$ cat src/rtl/mips_pkg.sv
// Shared definitions for the multi-cycle MIPS controller.
// Holds the opcode/funct constants of the supported instruction subset,
// the encodings of every mux/ALU select driven by the controller, the FSM
// state enum and the one-hot instruction-class struct produced by decode.
package mips_pkg;

    // Opcodes (instr[31:26])
    localparam logic [5:0] OP_RTYPE = 6'h00;
    localparam logic [5:0] OP_J     = 6'h02;
    localparam logic [5:0] OP_JAL   = 6'h03;
    localparam logic [5:0] OP_BEQ   = 6'h04;
    localparam logic [5:0] OP_ORI   = 6'h0D;
    localparam logic [5:0] OP_LUI   = 6'h0F;
    localparam logic [5:0] OP_LW    = 6'h23;
    localparam logic [5:0] OP_SW    = 6'h2B;

    // R-type function codes (instr[5:0])
    localparam logic [5:0] FN_ADDU  = 6'h21;
    localparam logic [5:0] FN_SUBU  = 6'h23;

    // Immediate extender
    localparam logic [1:0] EXT_ZERO = 2'b00;
    localparam logic [1:0] EXT_SIGN = 2'b01;
    localparam logic [1:0] EXT_HIGH = 2'b10;

    // ALU operation
    localparam logic [1:0] ALU_ADD  = 2'b00;
    localparam logic [1:0] ALU_SUB  = 2'b01;
    localparam logic [1:0] ALU_OR   = 2'b10;

    // Next-PC source
    localparam logic [1:0] NPC_PC4  = 2'b00;
    localparam logic [1:0] NPC_BR   = 2'b01;
    localparam logic [1:0] NPC_J    = 2'b10;

    // Register-file write data source
    localparam logic [1:0] WD_ALU   = 2'b00;
    localparam logic [1:0] WD_DM    = 2'b01;
    localparam logic [1:0] WD_PC4   = 2'b10;

    // Register-file destination
    localparam logic [1:0] A3_RD    = 2'b00;
    localparam logic [1:0] A3_RT    = 2'b01;
    localparam logic [1:0] A3_RA    = 2'b10;

    typedef enum logic [2:0] {
        S_FETCH  = 3'd0,
        S_DCD    = 3'd1,
        S_EXE    = 3'd2,
        S_MEM_RD = 3'd3,
        S_MEM_WR = 3'd4,
        S_WB_ALU = 3'd5,
        S_WB_MEM = 3'd6
    } state_t;

    // One-hot instruction class; all-zero means unsupported
    typedef struct packed {
        logic addu;
        logic subu;
        logic ori;
        logic lui;
        logic lw;
        logic sw;
        logic beq;
        logic j;
        logic jal;
    } instr_cls_t;

endpackage

$ cat src/rtl/mc_decode.sv
// Combinational instruction decoder for the multi-cycle controller.
// Ports:
//   i_op      in   6  opcode from IR
//   i_funct   in   6  function code from IR
//   o_cls     out  9  one-hot instruction class (instr_cls_t)
//   o_illegal out  1  op/funct combination not in the supported subset
module mc_decode
    import mips_pkg::*;
(
    input  logic [5:0]  i_op,
    input  logic [5:0]  i_funct,
    output instr_cls_t  o_cls,
    output logic        o_illegal
);

    always_comb begin
        o_cls = '0;
        case (i_op)
            OP_RTYPE: begin
                o_cls.addu = (i_funct == FN_ADDU);
                o_cls.subu = (i_funct == FN_SUBU);
            end
            OP_ORI:  o_cls.ori = 1'b1;
            OP_LUI:  o_cls.lui = 1'b1;
            OP_LW:   o_cls.lw  = 1'b1;
            OP_SW:   o_cls.sw  = 1'b1;
            OP_BEQ:  o_cls.beq = 1'b1;
            OP_J:    o_cls.j   = 1'b1;
            OP_JAL:  o_cls.jal = 1'b1;
            default: ;
        endcase
    end

    // Anything that matched no class, including R-type with unknown funct
    assign o_illegal = (o_cls == '0);

endmodule

$ cat src/rtl/mc_ctrl.sv
// Multi-cycle sequencer for the MIPS datapath. Walks each instruction through
// FETCH / DCD / EXE / MEM / WB and drives the datapath write enables and
// mux/ALU selects per phase; counts retired instructions.
// Ports:
//   clk       in   1      clock, rising edge
//   rst       in   1      asynchronous active-low reset
//   op        in   6      instr[31:26] from IR
//   funct     in   6      instr[5:0] from IR
//   zero      in   1      ALU zero flag (used in EXE for beq)
//   dm_rdy    in   1      data memory done handshake
//   PCWr/IRWr/RFWr/DMWr/DMRd  out  1  write enables / read request
//   EXTOp/ALUOp/NPCOp/WDSel/A3Sel  out 2  select fields
//   BSel      out  1      ALU B source
//   illegal   out  1      pulse in DCD for unsupported op/funct
//   instr_cnt out  CNT_W  retired instruction count (wraps)
module mc_ctrl
    import mips_pkg::*;
#(
    parameter int CNT_W   = 32,
    parameter bit DM_WAIT = 1'b1
) (
    input  logic             clk,
    input  logic             rst,
    input  logic [5:0]       op,
    input  logic [5:0]       funct,
    input  logic             zero,
    input  logic             dm_rdy,
    output logic             PCWr,
    output logic             IRWr,
    output logic             RFWr,
    output logic             DMWr,
    output logic             DMRd,
    output logic [1:0]       EXTOp,
    output logic [1:0]       ALUOp,
    output logic [1:0]       NPCOp,
    output logic             BSel,
    output logic [1:0]       WDSel,
    output logic [1:0]       A3Sel,
    output logic             illegal,
    output logic [CNT_W-1:0] instr_cnt
);

    state_t           r_state;
    state_t           w_next;
    logic [CNT_W-1:0] r_cnt;
    instr_cls_t       w_cls;
    logic             w_illegal;
    logic             w_dm_go;
    logic             w_retire;
    logic [1:0]       w_alu_op;
    logic [1:0]       w_ext_op;
    logic             w_bsel;

    mc_decode u_decode (
        .i_op      (op),
        .i_funct   (funct),
        .o_cls     (w_cls),
        .o_illegal (w_illegal)
    );

    // With DM_WAIT=0 the memory is assumed to finish in a single cycle
    assign w_dm_go = dm_rdy | ~DM_WAIT;

    // State register
    always_ff @(posedge clk or negedge rst) begin
        if (!rst) r_state <= S_FETCH;
        else      r_state <= w_next;
    end

    // Next-state logic
    always_comb begin
        w_next = r_state;
        case (r_state)
            S_FETCH:  w_next = S_DCD;
            S_DCD: begin
                if (w_illegal || w_cls.j || w_cls.jal) w_next = S_FETCH;
                else                                   w_next = S_EXE;
            end
            S_EXE: begin
                if (w_cls.lw)       w_next = S_MEM_RD;
                else if (w_cls.sw)  w_next = S_MEM_WR;
                else if (w_cls.beq) w_next = S_FETCH;
                else                w_next = S_WB_ALU;
            end
            S_MEM_RD: if (w_dm_go) w_next = S_WB_MEM;
            S_MEM_WR: if (w_dm_go) w_next = S_FETCH;
            S_WB_ALU: w_next = S_FETCH;
            S_WB_MEM: w_next = S_FETCH;
            default:  w_next = S_FETCH;
        endcase
    end

    // An instruction retires whenever control returns to FETCH, except when
    // DCD rejected it as illegal.
    assign w_retire = (r_state != S_FETCH) && (w_next == S_FETCH) &&
                      !((r_state == S_DCD) && w_illegal);

    always_ff @(posedge clk or negedge rst) begin
        if (!rst)          r_cnt <= '0;
        else if (w_retire) r_cnt <= r_cnt + CNT_W'(1);
    end

    assign instr_cnt = r_cnt;

    // Execute-phase selects per class. IR is only rewritten in FETCH, so these
    // stay stable from EXE through MEM and WB, keeping the ALU result / memory
    // address steady while the memory handshake is pending.
    always_comb begin
        w_alu_op = ALU_ADD;
        w_ext_op = EXT_ZERO;
        w_bsel   = 1'b0;
        if (w_cls.subu || w_cls.beq) w_alu_op = ALU_SUB;
        if (w_cls.ori) begin
            w_alu_op = ALU_OR;
            w_bsel   = 1'b1;
        end
        if (w_cls.lui) begin
            w_ext_op = EXT_HIGH;
            w_bsel   = 1'b1;
        end
        if (w_cls.lw || w_cls.sw) begin
            w_ext_op = EXT_SIGN;
            w_bsel   = 1'b1;
        end
    end

    // Output logic. Everything is forced low while rst is asserted so that no
    // write can complete once reset arrives mid-instruction.
    always_comb begin
        PCWr    = 1'b0;
        IRWr    = 1'b0;
        RFWr    = 1'b0;
        DMWr    = 1'b0;
        DMRd    = 1'b0;
        EXTOp   = EXT_ZERO;
        ALUOp   = ALU_ADD;
        NPCOp   = NPC_PC4;
        BSel    = 1'b0;
        WDSel   = WD_ALU;
        A3Sel   = A3_RD;
        illegal = 1'b0;
        if (rst) begin
            case (r_state)
                S_FETCH: begin
                    IRWr  = 1'b1;
                    PCWr  = 1'b1;
                    NPCOp = NPC_PC4;
                end
                S_DCD: begin
                    if (w_illegal) begin
                        illegal = 1'b1;
                    end else if (w_cls.j || w_cls.jal) begin
                        PCWr  = 1'b1;
                        NPCOp = NPC_J;
                        if (w_cls.jal) begin
                            RFWr  = 1'b1;
                            A3Sel = A3_RA;
                            WDSel = WD_PC4;
                        end
                    end
                end
                S_EXE: begin
                    ALUOp = w_alu_op;
                    EXTOp = w_ext_op;
                    BSel  = w_bsel;
                    if (w_cls.beq) begin
                        // Branch decision is Mealy on the live zero flag
                        PCWr  = zero;
                        NPCOp = NPC_BR;
                    end
                end
                S_MEM_RD: begin
                    ALUOp = w_alu_op;
                    EXTOp = w_ext_op;
                    BSel  = w_bsel;
                    DMRd  = 1'b1;
                end
                S_MEM_WR: begin
                    ALUOp = w_alu_op;
                    EXTOp = w_ext_op;
                    BSel  = w_bsel;
                    DMWr  = 1'b1;
                end
                S_WB_ALU: begin
                    ALUOp = w_alu_op;
                    EXTOp = w_ext_op;
                    BSel  = w_bsel;
                    RFWr  = 1'b1;
                    WDSel = WD_ALU;
                    A3Sel = (w_cls.addu || w_cls.subu) ? A3_RD : A3_RT;
                end
                S_WB_MEM: begin
                    ALUOp = w_alu_op;
                    EXTOp = w_ext_op;
                    BSel  = w_bsel;
                    RFWr  = 1'b1;
                    WDSel = WD_DM;
                    A3Sel = A3_RT;
                end
                default: ;
            endcase
        end
    end

endmodule

$ cat config.mk
export PLATFORM = sky130hd
export DESIGN_NAME = mc_ctrl
export DESIGN_NICKNAME = d
export VERILOG_FILES = /design/src/rtl/mips_pkg.sv /design/src/rtl/mc_decode.sv /design/src/rtl/mc_ctrl.sv
export SDC_FILE = /design/constraint.sdc
export NUM_CORES = 1
export LEC_CHECK = 0
export ABC_AREA = 1
export BUFFER_PORTS_ARGS = -buffer_cell sky130_fd_sc_hd__buf_2
export CORE_UTILIZATION = 55
export DETAILED_ROUTE_END_ITERATION = 8
export MAX_ROUTING_LAYER = met4
export PLACE_DENSITY = 0.81
export SLEW_MARGIN = 40
export SYNTH_ARGS = -nofsm -noshare
export SYNTH_HDL_FRONTEND = slang
export SYNTH_HIERARCHICAL = 1
export SYNTH_SLANG_ARGS = --single-unit
$ cat constraint.sdc
create_clock -name clk -period 2.9 [get_ports clk]
set_input_delay 0.145 -clock clk [delete_from_list [all_inputs] [get_ports clk]]
set_output_delay 0.145 -clock clk [all_outputs]
set_load 0.1 [all_outputs]
==> summary.txt, run 1 <==
Placement
  • Number of port buffers: 64
  • Placed Instance Area: approximately 0.0032 mm²
  • Inst Count DP: approximately 620
  • HPWL after DPL: 5490 µm
  • Placer Congestion: roughly 1.0

STA
  • Rel. slew slack: 51.2%
  • Upper clock frequency limit: 0.472 GHz
  • Unrepaired setup endpoints after global routing: false
  • Worst setup skew after layout: about 5.8 ps
  • Pins Over Slew Limit: 0
  • Count of final hold-check violations: 0
  • Accumulated negative setup slack: 0 ps
  • Slew at the pin closest to its max-slew limit: between 700 and 800 ps
  • # setup viols final: 0
  • Clock period minus final worst setup slack: between 2000 and 2500 ps
  • Share of the clock period used by the worst path: 73.1%

Setup path
  • Cell type with the highest occurrence count on the critical path: sky130_fd_sc_hd__buf_2
  • Largest delay share family, worst path: buffers and inverters
  • Signal arrival time at the worst endpoint: 1970 ps
  • Top fanout value on the critical path: 9
  • Category of the worst setup path launch point: input port
  • Data required time at the worst endpoint: ~2800 ps
  • Slowest-stage cell, CP: sky130_fd_sc_hd__dlygate4sd3_1
  • Critical Path Max Stage Delay: about 520 ps
  • Sort of element at the end of the critical path: output port
  • Worst path buffer plus inverter count: 4
  • Worst Setup Path Type: input port to output port
  • Ordered list of cells on the worst path: dlygate4sd3_1 -> buf_2 -> clkinv_1 -> o21a_1 -> nor4_2 -> buf_2

Clocking
  • Clock edge transition at the registers on the reported setup and hold paths: 70 ps
  • Post-CTS setup buffers: 0
  • Buffer levels on the longest clock path: 2
  • Source-to-sink clock delay at the later pin of the worst-skew pair: 290 ps
  • Maximum level of the CTS H-tree: 2
  • Inserted Clock Buffers: 5
  • CTS tree: done
  • Cell at the root of the clock tree: sky130_fd_sc_hd__clkbuf_8
  • Sinks on the clock net: 35

Min path
  • Class of the tightest hold or removal check: input port to flop

Routing
  • Remaining number of nets flagged by the antenna check after routing: 0
  • Average wire per standard cell: approximately 11 µm
  • Sum of routed wire length over all layers: about 7000 µm
  • Total via count after detailed routing: 3082
  • 1st-pass router iterations: 5
  • Starting DRC count in detailed routing: between 100 and 150
  • Detailed-route DRC error count: 0
  • Vias per cell: ~4.9

Yosys
  • Prevailing post-synth register cell: sky130_fd_sc_hd__dfrtp_1
  • Synth cell count leaders: sky130_fd_sc_hd__nand2_1, sky130_fd_sc_hd__nor2_1, sky130_fd_sc_hd__inv_1
  • Synthesis-stage register bit count: 35
  • Sequential area share after synthesis: a little under a third
  • Number of nets in the synthesized netlist: slightly above 500
  • Top-count cell post-synth: sky130_fd_sc_hd__nand2_1
  • Post-Synthesis Cells: ~490
  • Number of distinct library cell variants in the gate-level netlist after synthesis: 27
  • Synthesized area divided by synthesized cell count: 5.75 µm²
  • FFs w/ async S/R, synth: 100%
  • Total of warnings raised by yosys: 6
  • Largest cells by area after synthesis: sky130_fd_sc_hd__dfrtp_1, sky130_fd_sc_hd__nand2_1, sky130_fd_sc_hd__nor2_1
  • Post-synth EDFFs: 0
  • Post-Syn Area: approximately 0.0028 mm²
  • Area leader, netlist: sky130_fd_sc_hd__dfrtp_1
  • Area share of the leading cell type in the synthesized netlist: a little under a third

Finish
  • FILL cells: approximately 450
  • Final Net Count: ~580
  • Layout overhead on the synthesized area: 16.1%
  • Design area: 0.00330 mm²
  • Layout cell share with drive strength beyond 1: ~16%
  • Number of diodes: 0
  • Final instance count without filler cells: roughly 630

Die
  • Standard-cell row count: 25
  • Starting density of the core: 58.6%
  • Floorplan die width: ~74 µm
  • Die height: 73.9 µm
  • Number of top-level pins: 65
  • Die ar.: roughly 0.0055 mm²
  • Area of the core: roughly 0.0048 mm²

Pwr
  • Part of the total power dissipated in sequential elements: a little under a third
  • Sw Share: ~55%
  • Pwr dens: between 600 and 700 mW/mm²
  • Combinational fraction of design power: slightly above 50%
  • Internal power: about 0.00090 W
  • Final Total Pwr: 0.00199 W
  • Lkg Pwr: between 1.5 and 2 nW
  • Switch Pwr: ~0.0011 W
  • Worst voltage drop across the vdd grid: ~0.87 mV
  • Clock network power share: a little under a fifth

Global routing
  • Global-route wire length before repair: 12100 µm
  • Maximum number of pins on one net before global-route repair: 35
  • Number of global-route vias before repair: around 2800
  • Global route total overflow: 0
  • Overall track demand over capacity in global routing: between 20% and 30%
  • Initial antenna violation count: 0

Flow run
  • Number of maximum-capacitance violations: 0

Run status
  • Outcome: finished, final reports clean
-- kinds of logic after synthesis --
kind of cell	Yosys count	synth area share [%]
AND/OR/NAND/NOR	372	53.3
buffers and inverters	63	9.29
flip-flops	35	30.8
XOR/XNOR	12	3.70
AO/OA/AOI/OAI	11	2.42
adder cells (fa/ha/maj)	1	0.440
-- cell usage in the layout (no fill, tap or decap), types with 3 or more instances in the layout --
| cell | count |
|---|---|
| sky130_fd_sc_hd__nand4_1 | 3 |
| sky130_fd_sc_hd__nor2_2 | 6 |
| sky130_fd_sc_hd__inv_2 | 4 |
| sky130_fd_sc_hd__clkbuf_8 | 6 |
| sky130_fd_sc_hd__nand3_1 | 32 |
| sky130_fd_sc_hd__xor2_1 | 3 |
| sky130_fd_sc_hd__o21ai_0 | 5 |
| sky130_fd_sc_hd__buf_2 | 64 |
| sky130_fd_sc_hd__xnor2_1 | 9 |
| sky130_fd_sc_hd__dfrtp_1 | 35 |
| sky130_fd_sc_hd__inv_1 | 50 |
| sky130_fd_sc_hd__nand2_1 | 231 |
| sky130_fd_sc_hd__nor2_1 | 88 |
| sky130_fd_sc_hd__nor2_4 | 4 |
-- stage by stage --
step | hold slack [ps] | setup slack, ps | utilization, %
floorplan | -151 | 180 | -
global placement | -25.5 | 857 | 66.0
detailed placement | -27.2 | 785 | 66.0
CTS | 176 | 764 | 68.1
global route | 189 | 602 | 68.1
finish | 177 | 781 | 68.1
-- tightest hold or removal path: stages --
cell                      delay [ps]
sky130_fd_sc_hd__buf_2            90
sky130_fd_sc_hd__nand2_1          70
sky130_fd_sc_hd__nand3_1         120
-- what timing repair did --
item,in CTS,in global routing
hold buffers,1,0
endpoints found under the hold margin,1,0
gates resized for setup,0,0
-- sequential cells by signal, indices dropped and copies added (netlist names) --
signal and count:
instr_cnt 32, r_state 3
-- layer usage --
metal | up-vias | GRT usage, % | share of wire, %
met4 | 0 | 8.76 | 1.7
met2 | 83 | 48.6 | 47
met1 | 1365 | 36.4 | 47
met3 | 11 | 4.66 | 4.6
li1 | 1623 | - | -
met5 | - | - | 0
-- final timing paths --
path	end	cells after the start	slack (ps)	start
setup / recovery	EXTOp[1]	6	780	rst
hold / removal	r_state[2]	3	180	dm_rdy
setup reg to reg	instr_cnt[30]	10	950	instr_cnt[1]
hold reg to reg	instr_cnt[31]	2	530	instr_cnt[31]
max in group asynchronous	instr_cnt[28]	3	2030	rst
min in group asynchronous	r_state[2]	2	200	rst
-- power groups by stage --
| stage | Clock (W) | Sequential [W] | Combinational, W |
|---|---|---|---|
| 3_5_place_dp | 0 | 0.000614 | 0.00103 |
| 2_1_floorplan | 0 | 0.000766 | 0.000757 |
| 6_report | 0.000363 | 0.000606 | 0.00102 |
| 3_3_place_gp | 0 | 0.000611 | 0.00101 |
| 4_1_cts | 0.000369 | 0.000606 | 0.00103 |
| 5_1_grt | 0.000389 | 0.000614 | 0.00112 |
-- layout make-up --
type                       count  area [µm²]  share of cell area, %
timing repair buffer          66         338                   10.2
clock inverter                 1        5.00                  0.152
inverter                      55         206                   6.26
multi-input combinational    396        1710                   51.8
sequential                    35         876                   26.5
clock buffer                   6        82.6                   2.50
tap                           67        83.8                   2.54
Note: power is estimated with default switching activity, not from simulation.
==> run 2: changes to the inputs <==
Settings changed: CORE_UTILIZATION 55 to 50, PLACE_DENSITY 0.81 to 0.78.
Clock period 2.9 ns to 1.9 ns, I/O delays scaled along.
==> summary.txt, run 2 (same netlist as run 1, synthesis figures left out) <==
Clocking
  • Source-to-sink clock delay at the later pin of the worst-skew pair: between 200 and 300 ps
  • Clock edge transition at the registers on the reported setup and hold paths: around 70 ps
  • Sinks on the clock net: 35
  • Inserted Clock Buffers: 5
  • CTS tree: done
  • Cell at the root of the clock tree: sky130_fd_sc_hd__clkbuf_8
  • Maximum level of the CTS H-tree: 2
  • Buffer levels on the longest clock path: 2

STA
  • Slew at the pin closest to its max-slew limit: between 400 and 500 ps
  • Pins Over Slew Limit: 0
  • Worst setup skew after layout: 5.76 ps
  • Count of final hold-check violations: 0
  • Unrepaired setup endpoints after global routing: true
  • Upper clock frequency limit: between 0.5 and 0.6 GHz
  • Share of the clock period used by the worst path: 97.0%
  • Clock period minus final worst setup slack: 1840 ps
  • # setup viols final: 0
  • Rel. slew slack: about 67%

Setup path
  • Category of the worst setup path launch point: flop
  • Signal arrival time at the worst endpoint: around 1800 ps
  • Sort of element at the end of the critical path: output port
  • Worst Setup Path Type: flop to output port
  • Reg2reg start: r_state[1]
  • Top fanout value on the critical path: 8
  • Launch point of the worst path: r_state[1]
  • Data required time at the worst endpoint: about 1800 ps

Pwr
  • Lkg Pwr: around 1.9 nW
  • Worst voltage drop across the vdd grid: slightly above 0.8 mV
  • Pwr dens: approximately 950 mW/mm²

Min path
  • Startpoint of the lowest-slack hold path: dm_rdy
  • Class of the tightest hold or removal check: input port to flop

Placement
  • Placed Instance Area: about 0.0035 mm²
  • HPWL after DPL: roughly 5700 µm
  • Placer Congestion: 0.988
  • Number of port buffers: 64

Finish
  • Most common library cell in the layout ignoring fill and taps: sky130_fd_sc_hd__nand2_1
  • Layout overhead on the synthesized area: 30.3%
  • Final Net Count: 584
  • Design area: approximately 0.0037 mm²
  • Flip-flop count of the largest register, all copies and words added: 32
  • Number of diodes: 0
  • Most frequent cells in the layout: sky130_fd_sc_hd__nand2_1, sky130_fd_sc_hd__nor2_1, sky130_fd_sc_hd__inv_1
  • FILL cells: between 400 and 500
  • Layout cell share with drive strength beyond 1: ~21%
  • Core utilization of the finished layout: between 60% and 70%

Die
  • Die ar.: 0.00599 mm²
  • Number of top-level pins: 65
  • Standard-cell row count: 27
  • Area of the core: around 0.0055 mm²
  • Die height: about 77 µm
  • Floorplan die width: about 77 µm
  • Starting density of the core: about half

Routing
  • 1st-pass router iterations: 5
  • Total via count after detailed routing: 3230
  • Average wire per standard cell: approximately 12 µm
  • Starting DRC count in detailed routing: ~230
  • Sum of routed wire length over all layers: 7700 µm
  • Remaining number of nets flagged by the antenna check after routing: 0
  • Vias per cell: ~5.0
  • Detailed-route DRC error count: 0

Global routing
  • GR Layer Usage met3: between 4 and 5%
  • Maximum number of pins on one net before global-route repair: 35
  • Global-route wire length before repair: 12700 µm
  • Met1 Resource Use GR: between 30% and 40%
  • Most Crowded Layer GR: met2
  • Global route total overflow: 0
  • Overall track demand over capacity in global routing: between 20 and 30%
  • Initial antenna violation count: 0
  • Met2 Track Usage GR: 44.0%
  • Number of global-route vias before repair: 2966

Flow run
  • Number of maximum-capacitance violations: 0

Run status
  • Outcome: finished, final reports clean
-- run 2: cell count changes in the layout (fill, tap and decap cells not counted), moves of 2 or more --
cell / before / now
sky130_fd_sc_hd__buf_12: 0 / 19
sky130_fd_sc_hd__buf_2: 64 / 47
sky130_fd_sc_hd__buf_4: 1 / 6
sky130_fd_sc_hd__clkbuf_1: 0 / 2
sky130_fd_sc_hd__dfrtp_1: 35 / 23
sky130_fd_sc_hd__dfrtp_2: 0 / 10
sky130_fd_sc_hd__dfrtp_4: 0 / 2
sky130_fd_sc_hd__nor3_1: 2 / 0
sky130_fd_sc_hd__nor3_2: 0 / 2
-- run 2: path summary, 6_finish.rpt --
kind / to / cells after the start / slack (ps)
max reg2reg: instr_cnt[2] / 9 / 210
min reg2reg: instr_cnt[31] / 2 / 530
min: r_state[2] / 3 / 100
max in group asynchronous: instr_cnt[0] / 3 / 1030
max: WDSel[1] / 6 / 60
min in group asynchronous: r_state[2] / 2 / 210
-- run 2: metrics by stage --
stage	cells	setup slack, ps	TNS, ps	total power (W)	hold WS, ps
floorplan	494	-674	-4360	0.00236	-201
global placement	628	-30.1	-608	0.00269	-80.9
detailed placement	628	-115	-2280	0.00272	-86.7
CTS	637	17.6	0	0.00325	89.7
global route	640	-59.2	-161	0.00371	131
finish	640	57.0	0	0.00352	97.0
-- run 2: metal layers --
metal,share of wire (%),up-vias,routed length [µm]
li1,-,1641,-
met1,45,1447,3460
met2,47,123,3610
met3,6.0,19,465
met4,2.0,0,157
met5,0,-,0
-- run 2: power breakdown --
part | switching (W) | total [W] | leakage (nW) | internal, W
Sequential | 0.000118 | 0.000946 | 0.462 | 0.000829
Clock | 0.000267 | 0.000524 | 0.0422 | 0.000257
Combinational | 0.00144 | 0.00205 | 1.37 | 0.000604
Total | 0.00183 | 0.00352 | 1.88 | 0.00169
-- run 2: cell type report --
| cell class | instances | area (µm²) | share of cell area, % |
|---|---|---|---|
| flip-flops and latches | 35 | 896 | 24.2 |
| well taps | 72 | 90.1 | 2.43 |
| inverters | 55 | 206 | 5.58 |
| clock inverters | 1 | 5.00 | 0.135 |
| multi-input cells | 397 | 1760 | 47.5 |
| clock buffers | 7 | 76.3 | 2.06 |
| repair buffers | 73 | 671 | 18.1 |
-- run 2: repair_timing --
action | in CTS | in global routing
hold endpoints to repair | 35 | 0
hold buffers | 1 | 0
resized for setup | 0 | 5
buffers inserted | 0 | 2
endpoints found under the setup margin | 0 | 38
-- run 2: critical path, stage by stage, from the launching register on --
cell                      delay (ps)
sky130_fd_sc_hd__dfrtp_1         470
sky130_fd_sc_hd__inv_1           110
sky130_fd_sc_hd__nand2_1          60
sky130_fd_sc_hd__nor2_1          180
sky130_fd_sc_hd__nand3_1         190
sky130_fd_sc_hd__nor2_1          240
sky130_fd_sc_hd__buf_12          210
